==> src/rtl/game_pkg.sv <==
// Shared definitions for the game datapath: FSM state codes, round length and
// the widths used by the seconds counter and its BCD display form.
package game_pkg;

  localparam int SEC_W = 6;
  localparam int BCD_W = 4;
  localparam int DEFAULT_GAME_SECONDS = 30;

  localparam logic [1:0] IDLE     = 2'd0;
  localparam logic [1:0] COUNTING = 2'd1;
  localparam logic [1:0] PAUSED   = 2'd2;
  localparam logic [1:0] EXPIRED  = 2'd3;

  // Constant-only conversion (reset/reload values); the runtime count never divides.
  function automatic logic [2*BCD_W-1:0] to_bcd(input int unsigned value);
    return {BCD_W'(value / 10), BCD_W'(value % 10)};
  endfunction

endpackage

==> src/rtl/tick_sync.sv <==
// N-stage synchroniser for a slow asynchronous level, followed by a one-cycle
// strobe on each synchronised rising edge.
module tick_sync #(
  parameter int STAGES = 2
) (
  input  logic clkIn,
  input  logic reset,
  input  logic async_in,
  output logic strobe
);

  generate
    if (STAGES < 2) begin : g_bad_stages
      $error("tick_sync: STAGES must be at least 2");
    end
  endgenerate

  logic [STAGES-1:0] sync_q;
  logic              prev_q;

  always_ff @(posedge clkIn or negedge reset) begin
    if (!reset) begin
      sync_q <= '0;
      prev_q <= 1'b0;
    end else begin
      sync_q <= {sync_q[STAGES-2:0], async_in};
      prev_q <= sync_q[STAGES-1];
    end
  end

  // Strobe is live the cycle after the last stage rises, consumed on the next edge.
  assign strobe = sync_q[STAGES-1] & ~prev_q;

endmodule

==> src/rtl/countdown_timer.sv <==
// Round countdown driven by the 1 Hz incrementClk: start/restart, pause,
// expiry level/strobe, BCD copy of the count and a final-seconds warning.
module countdown_timer
  import game_pkg::*;
#(
  parameter int GAME_SECONDS = DEFAULT_GAME_SECONDS,
  parameter int WARN_SECONDS = 5,
  parameter int SYNC_STAGES  = 2
) (
  input  logic             clkIn,
  input  logic             reset,
  input  logic             incrementClk,
  input  logic             start,
  input  logic             pause,
  output logic             timer_expired,
  output logic             expired_pulse,
  output logic [SEC_W-1:0] seconds_left,
  output logic [7:0]       seconds_bcd,
  output logic             warning,
  output logic             running,
  output logic [1:0]       state
);

  generate
    if (GAME_SECONDS < 1 || GAME_SECONDS > 59) begin : g_bad_game
      $error("countdown_timer: GAME_SECONDS must be 1..59");
    end
    if (WARN_SECONDS < 0 || WARN_SECONDS >= GAME_SECONDS) begin : g_bad_warn
      $error("countdown_timer: WARN_SECONDS must be below GAME_SECONDS");
    end
    if (SYNC_STAGES < 2) begin : g_bad_sync
      $error("countdown_timer: SYNC_STAGES must be at least 2");
    end
  endgenerate

  localparam logic [SEC_W-1:0] GAME_SEC = SEC_W'(GAME_SECONDS);
  localparam logic [SEC_W-1:0] WARN_SEC = SEC_W'(WARN_SECONDS);
  localparam logic [7:0]       GAME_BCD = to_bcd(GAME_SECONDS);

  logic             tick;
  logic [1:0]       state_d;
  logic [SEC_W-1:0] sec_d;
  logic [7:0]       bcd_d;
  logic             expired_d;
  logic             pulse_d;
  logic             warning_d;

  tick_sync #(.STAGES(SYNC_STAGES)) u_tick_sync (
    .clkIn    (clkIn),
    .reset    (reset),
    .async_in (incrementClk),
    .strobe   (tick)
  );

  always_comb begin
    state_d   = state;
    sec_d     = seconds_left;
    bcd_d     = seconds_bcd;
    expired_d = timer_expired;
    pulse_d   = 1'b0;
    case (state)
      IDLE: begin
        if (start) begin
          state_d = COUNTING;
          sec_d   = GAME_SEC;
          bcd_d   = GAME_BCD;
        end
      end
      COUNTING: begin
        // pause outranks a coincident tick, which is simply dropped
        if (pause) begin
          state_d = PAUSED;
        end else if (tick && seconds_left > 1) begin
          sec_d = seconds_left - 1'b1;
          if (seconds_bcd[3:0] == 4'd0) bcd_d = {seconds_bcd[7:4] - 4'd1, 4'd9};
          else                          bcd_d = {seconds_bcd[7:4], seconds_bcd[3:0] - 4'd1};
        end else if (tick && seconds_left == 1) begin
          sec_d     = '0;
          bcd_d     = 8'h00;
          state_d   = EXPIRED;
          expired_d = 1'b1;
          pulse_d   = 1'b1;
        end
      end
      PAUSED: begin
        if (!pause) state_d = COUNTING;
      end
      default: begin
        if (start) begin
          state_d   = COUNTING;
          sec_d     = GAME_SEC;
          bcd_d     = GAME_BCD;
          expired_d = 1'b0;
        end
      end
    endcase
  end

  // Derived from next-state values so the registered flags line up with the count.
  assign warning_d = ((state_d == COUNTING) || (state_d == PAUSED)) &&
                     (sec_d != '0) && (sec_d <= WARN_SEC);

  always_ff @(posedge clkIn or negedge reset) begin
    if (!reset) begin
      state         <= IDLE;
      seconds_left  <= GAME_SEC;
      seconds_bcd   <= GAME_BCD;
      timer_expired <= 1'b0;
      expired_pulse <= 1'b0;
      warning       <= 1'b0;
      running       <= 1'b0;
    end else begin
      state         <= state_d;
      seconds_left  <= sec_d;
      seconds_bcd   <= bcd_d;
      timer_expired <= expired_d;
      expired_pulse <= pulse_d;
      warning       <= warning_d;
      running       <= (state_d == COUNTING);
    end
  end

endmodule

==> config.mk <==
export PLATFORM = sky130hd
export DESIGN_NAME = countdown_timer
export DESIGN_NICKNAME = d
export VERILOG_FILES = /design/src/rtl/game_pkg.sv /design/src/rtl/tick_sync.sv /design/src/rtl/countdown_timer.sv
export SDC_FILE = /design/constraint.sdc
export NUM_CORES = 1
export LEC_CHECK = 0
export ABC_AREA = 0
export BUFFER_PORTS_ARGS = -buffer_cell sky130_fd_sc_hd__buf_4
export CORE_MARGIN = 2
export CORE_UTILIZATION = 40
export CTS_CLUSTER_SIZE = 12
export DETAILED_ROUTE_END_ITERATION = 10
export SKIP_CTS_REPAIR_TIMING = 1
export SLEW_MARGIN = 15
export SYNTH_ARGS = -nofsm -noshare
export SYNTH_HDL_FRONTEND = slang
export SYNTH_SLANG_ARGS = --single-unit
==> constraint.sdc <==
create_clock -name clkIn -period 4.4 [get_ports clkIn]
set_input_delay 0.66 -clock clkIn [delete_from_list [all_inputs] [get_ports clkIn]]
set_output_delay 0.66 -clock clkIn [all_outputs]
set_load 0.01 [all_outputs]
Yosys cells after proc, flatten, opt, wreduce, memory -nomap -nowiden
Cells that the tools add are included.

Add/subtract/negate cells: 3. Magnitude comparators: 2. Equality and inequality tests: 10. Multiplexer cells: 26. Bitwise operators: 4. Reductions and logical operators: 13.

Operators by type and width (number): $mux W8 (5); $mux W6 (4); $pmux W8 S2 (1); $pmux W6 S2 (1); $mux W2 (5); $reduce_and A5 Y1 (2); $mux W1 (8); $sub A4 B1 Y4 const B (2); $eq A6 B1 Y1 const B (1); $gt A6 B1 Y1 const B (1); $le A6 B3 Y1 const B (1); $ne A2 B2 Y1 const B (3); $ne A3 B3 Y1 const B (2); $reduce_bool A6 Y1 (1); $sub A6 B1 Y6 const B (1); $eq A2 B1 Y1 const B (2); $eq A2 B2 Y1 const B (2); $logic_and A1 B1 Y1 (4); $logic_not A4 Y1 (1); $pmux W2 S2 (1); $reduce_and A4 Y1 (1); $not A1 Y1 (3); $logic_not A2 Y1 (1); $pmux W1 S2 (1); 4 further kinds (4).

Register bits: 23. Input bits: 5. Output and inout port bits: 20. Word-level logic and storage cells: 68.

Depth between registers and ports, before layout
Word-level depth: 11. Gate-level depth with buffers: 10. Depth with buffers taken out: 10.

Modules after synthesis
From an unflattened synthesis, not the netlist that was laid out.

Cell total of the unflattened synthesis: 161. Area total of the unflattened synthesis: 1491.4 µm².

Modules (own cells, without submodules): countdown_timer (times used 1, cells each 157, area an instance 1402.6 µm², sequential area each 508.0 µm²); tick_sync (times used 1, cells each 4, area an instance 88.8 µm², sequential area each 75.1 µm²).

Worst setup path before layout
No wires, ideal clock.

Path kind: flip-flop to flip-flop. From: register seconds_left[2]. To: register warning. Library setup time: 0.095 ns. Data arrival time: 2.156 ns. Data required time: 4.305 ns. Path slack: 2.149 ns. Cell stages (with the launch flop): 11. Buffers on the path: 1. Clock period less this slack: 2.251 ns. Path through: dfstp_2 > buf_6 > nor4_1 > and3_1 > o21a_1 > o21ai_0 > a22oi_1 > ha_1 > inv_1 > o311ai_1 > nor4b_2.

Longest elaborated chain between the ends: 10. Elaborated cells between the ends (all ways): 21.

Ends and longest elaborated chain: from (decl) (line countdown_timer.sv:17) `output logic [SEC_W-1:0] seconds_left,`; from (signal assigned) (line countdown_timer.sv:106) `seconds_left <= GAME_SEC;`; from (signal assigned) (line countdown_timer.sv:114) `seconds_left <= sec_d;`; parallel branches: the longest is 3 deep, another holds $gt A6 B1 Y1; $mux W2 (*) (line countdown_timer.sv:73) `end else if (tick && seconds_left > 1) begin`; $mux W2 (*) (line countdown_timer.sv:71) `if (pause) begin`; $pmux W2 S2 (*) (line countdown_timer.sv:61) `case (state)`; via state_d[0] (line countdown_timer.sv:41) `logic [1:0] state_d;`; $eq A2 B1 Y1 or $eq A2 B2 Y1 (tied branches) (line countdown_timer.sv:100) `assign warning_d = ((state_d == COUNTING) || (state_d == PAUSED)) &&`; $logic_or A1 B1 Y1 (*) (line countdown_timer.sv:100); $logic_and A1 B1 Y1 (*) (line countdown_timer.sv:100); $logic_and A1 B1 Y1 (*) (line countdown_timer.sv:101) `(sec_d != '0) && (sec_d <= WARN_SEC);`; via warning_d (line countdown_timer.sv:46) `logic warning_d;`; to (signal assigned) (line countdown_timer.sv:118) `warning <= warning_d;`; to (decl) (line countdown_timer.sv:19) `output logic warning,`.

Mark *: on every way through the listed nets, which the timed path passes. A chain may end at the register's enable or synchronous reset.

Final worst setup path
From: register state[1]. To: register warning.

Elaborated cells between the ends (all ways): 16.

RTL lines: from (decl) (line countdown_timer.sv:21) `output logic [1:0] state`; from (signal assigned) (line countdown_timer.sv:113) `state <= state_d;`; $eq A2 B2 Y1 or $eq A2 B1 Y1 (tied branches) (line countdown_timer.sv:61); $pmux W6 S2 (*) (line countdown_timer.sv:61); via sec_d[0] (line countdown_timer.sv:42) `logic [SEC_W-1:0] sec_d;`; parallel branches: the longest is 2 deep, another holds $le A6 B3 Y1; $logic_and A1 B1 Y1 (*) (line countdown_timer.sv:101); via warning_d (line countdown_timer.sv:46).

Marked as above.

==> impl_metrics.csv <==
group,metric,value,unit
clocking,insertion_delay,0.26,ns
grt,global_route_wire_length_before_repair,6110,um
layout,final_cells,231,
synth,synth_ff_type,"sky130_fd_sc_hd__dfrtp_1",
sta,worst_pin_slew,0.579,ns
sta,accumulated_negative_setup_slack,0,ns
floorplanning,core_area,3630,um^2
sta,final-setup-viol-count,0,
critical_path,worstSetupStartpointType,"flip-flop",
detailed_routing,detail_route.drc_violations,0,
grt,antenna_found_initial,0,
detailed_routing,detail_route.wl_per_cell,16.0,um
critical_path,crit_path_max_fanout,13,
sta,relSlewSlack,0.612,
pwr,p_leak,0.760,nW
floorplanning,i_o_pins,25,
detailed_routing,routed_wl,3690,um
synth,synth_enable_flop_cells,0,
synth,synth_largest_area_cell,"sky130_fd_sc_hd__dfrtp_1",
grt,grt_pass1_vias,1371,
pwr,power.total,1.31,mW
detailed_routing,routed_via_density,5.77,
floorplanning,fp.dieArea,4290,um^2
sta,rsz0062_at_grt,"false",
synth,seq_area_frac_synth,0.386,
critical_path,worst_ep_arrival_time,2.89,ns
detailed_routing,vias,1332,
placed_design,routabilityCongestion,0.929,
layout,final_layout_size_suffix_gt1_frac,0.246,
synth,synth.top_cells.by_count,"17 x sky130_fd_sc_hd__dfrtp_1, 14 x sky130_fd_sc_hd__inv_1, 11 x sky130_fd_sc_hd__nor2_1",
synth,mean_post_synth_cell_area,9.51,um^2
hold_path,hold_path.class,"input port to asynchronous set/reset pin",
floorplanning,die_height,65.5,um
run_status,status,"complete, no violations",
job,max_cap_viol_count,0,
sta,maxSlewViolCount,0,
synth,most_frequently_used_cell_type_in_the_post_synthesis_netlist,"sky130_fd_sc_hd__dfrtp_1",
synth,synth_async_sr_flop_share,1.00,
synth,synth_cells,159,
pwr,power.density_cell_area,741,nW/um^2
layout,diodes,0,
clocking,cts-root-to-sink-buffers,2,
clocking,ctsRootBufferMaster,"sky130_fd_sc_hd__clkbuf_8",
placed_design,port-buffer-count,24,
critical_path,timing.setup.critical_path_class,"flip-flop to flip-flop",
placed_design,placed_cells_incl_taps,227,
sta,finalWorstSetupSlack,1.65,ns
detailed_routing,final_antenna_net_count,0,
synth,ys_seq_elements,23,
detailed_routing,dr.pass1.iters,4,
floorplanning,die_w,65.5,um
grt,global_route.usage.total,0.185,
sta,timing_hold_violations_final,0,
detailed_routing,first_iter_violations,99,
clocking,worst_setup_hold_path_clk_slew,0.08,ns
clocking,htree_num_levels,1,
critical_path,timing.critical_path.required,4.54,ns
pwr,ir_worst_vdd,0.301,mV
floorplanning,starting_density,0.416,
grt,largest_net_degree_at_the_start_of_global_routing,24,
synth,ys_warn_count,0,
clocking,cts_buffers,3,
placed_design,dp_hpwl,2740,um
layout,final_nets,198,
sta,achievable-frequency,0.364,GHz
synth,synthDominantCellAreaShare,0.281,
sta,min_period_over_period,0.624,
placed_design,dpl_worst_slack,1.72,ns
layout,layout.core_utilization,0.485,
synth,synth.lib_cells_used.distinct,54,
sta,fin_worst_skew,0.00161,ns
grt,grt.overflow.total,0,
synth,synth.net_count,173,
synth,netlist_area,1510,um^2
critical_path,worstSetupEndpointType,"flip-flop",
clocking,tritoncts,"done",
layout,syn_to_final_growth,16.6,%
synth,post_synth_main_area_contributors,"sky130_fd_sc_hd__dfrtp_1 28%, sky130_fd_sc_hd__dfstp_2 10%, sky130_fd_sc_hd__ha_1 7.5%",
clocking,number_of_sinks_handled_by_clock_tree_synthesis,23,
floorplanning,core.rowCount,22,
sta,timing.final.crit_period,2.75,ns
[report_power, final]
part           leakage, nW  internal, mW  switching [mW]  total [mW]
sequential           0.285         0.303          0.0893       0.392
combinational        0.452         0.337           0.443       0.780
clock               0.0228        0.0647          0.0698       0.134
total                0.760         0.704           0.603        1.31
[logic make-up after synthesis]
| kind of cell | after synthesis | synth area share |
|---|---|---|
| adder cells (fa/ha/maj) | 9 | 0.0745 |
| flip-flops | 23 | 0.386 |
| buffers and inverters | 18 | 0.0571 |
| AO/OA/AOI/OAI | 50 | 0.252 |
| multiplexers | 1 | 0.00662 |
| AND/OR/NAND/NOR | 58 | 0.224 |
[sequential cells by signal, indices dropped and copies added, names as in the netlist]
register	count
u_tick_sync.sync_q	2
running	1
expired_pulse	1
timer_expired	1
state	2
seconds_left	6
warning	1
u_tick_sync.prev_q	1
seconds_bcd	8
[layout by cell type, fill, tap and decap left out, types with 5 or more instances in the layout]
cell type	n
sky130_fd_sc_hd__dfrtp_1	17
sky130_fd_sc_hd__nand2_1	9
sky130_fd_sc_hd__nor2_1	11
sky130_fd_sc_hd__o21ai_0	9
sky130_fd_sc_hd__buf_4	24
sky130_fd_sc_hd__dfstp_2	6
sky130_fd_sc_hd__ha_1	9
sky130_fd_sc_hd__inv_1	14
sky130_fd_sc_hd__a21oi_1	7
sky130_fd_sc_hd__nor2b_1	5
sky130_fd_sc_hd__nor3_1	5
[path summary, 6_finish.rpt]
kind | startpoint | end | slack [ns] | depth (start not counted)
worst min-delay path | reset | running | 0.28 | 1
min in group clkIn | u_tick_sync.sync_q[0] | u_tick_sync.sync_q[1] | 0.35 | 0
worst max-delay path | state[1] | warning | 1.65 | 7
worst max register to register | state[1] | warning | 1.65 | 7
worst min register to register | u_tick_sync.sync_q[0] | u_tick_sync.sync_q[1] | 0.35 | 0
max in group asynchronous | reset | seconds_left[2] | 3.83 | 1
[metrics by stage]
stage          instance area [um^2]  hold WS, ns
4_1_cts                        1760        0.286
6_report                       1760        0.281
3_3_place_gp                   1720        0.334
2_1_floorplan                  1510        0.331
5_1_grt                        1760        0.288
3_5_place_dp                   1720        0.338
[worst max-delay path, cell delays in order, from the launching register on]
cell	delay, ns
sky130_fd_sc_hd__dfrtp_1	0.46
sky130_fd_sc_hd__inv_1	0.09
sky130_fd_sc_hd__ha_1	0.53
sky130_fd_sc_hd__or3b_2	0.56
sky130_fd_sc_hd__a311oi_1	0.40
sky130_fd_sc_hd__a22oi_1	0.18
sky130_fd_sc_hd__nor4_1	0.33
sky130_fd_sc_hd__nor4b_2	0.08
[layer usage]
layer / share of wire / wire length [um] / track usage
met4: 0.015 / 54 / 0.0677
met5: 0 / 0 / 0
met2: 0.50 / 1860 / 0.320
met3: 0.048 / 176 / 0.0240
met1: 0.43 / 1600 / 0.236
[final cells by class]
type / count / area (um^2)
clock buffers: 4 / 45.0
fillers: 356 / 1870
inverters: 14 / 52.6
multi-input cells: 118 / 842
flip-flops and latches: 23 / 583
well taps: 48 / 60.1
repair buffers: 24 / 180
Power figures use the tool's default switching activity.
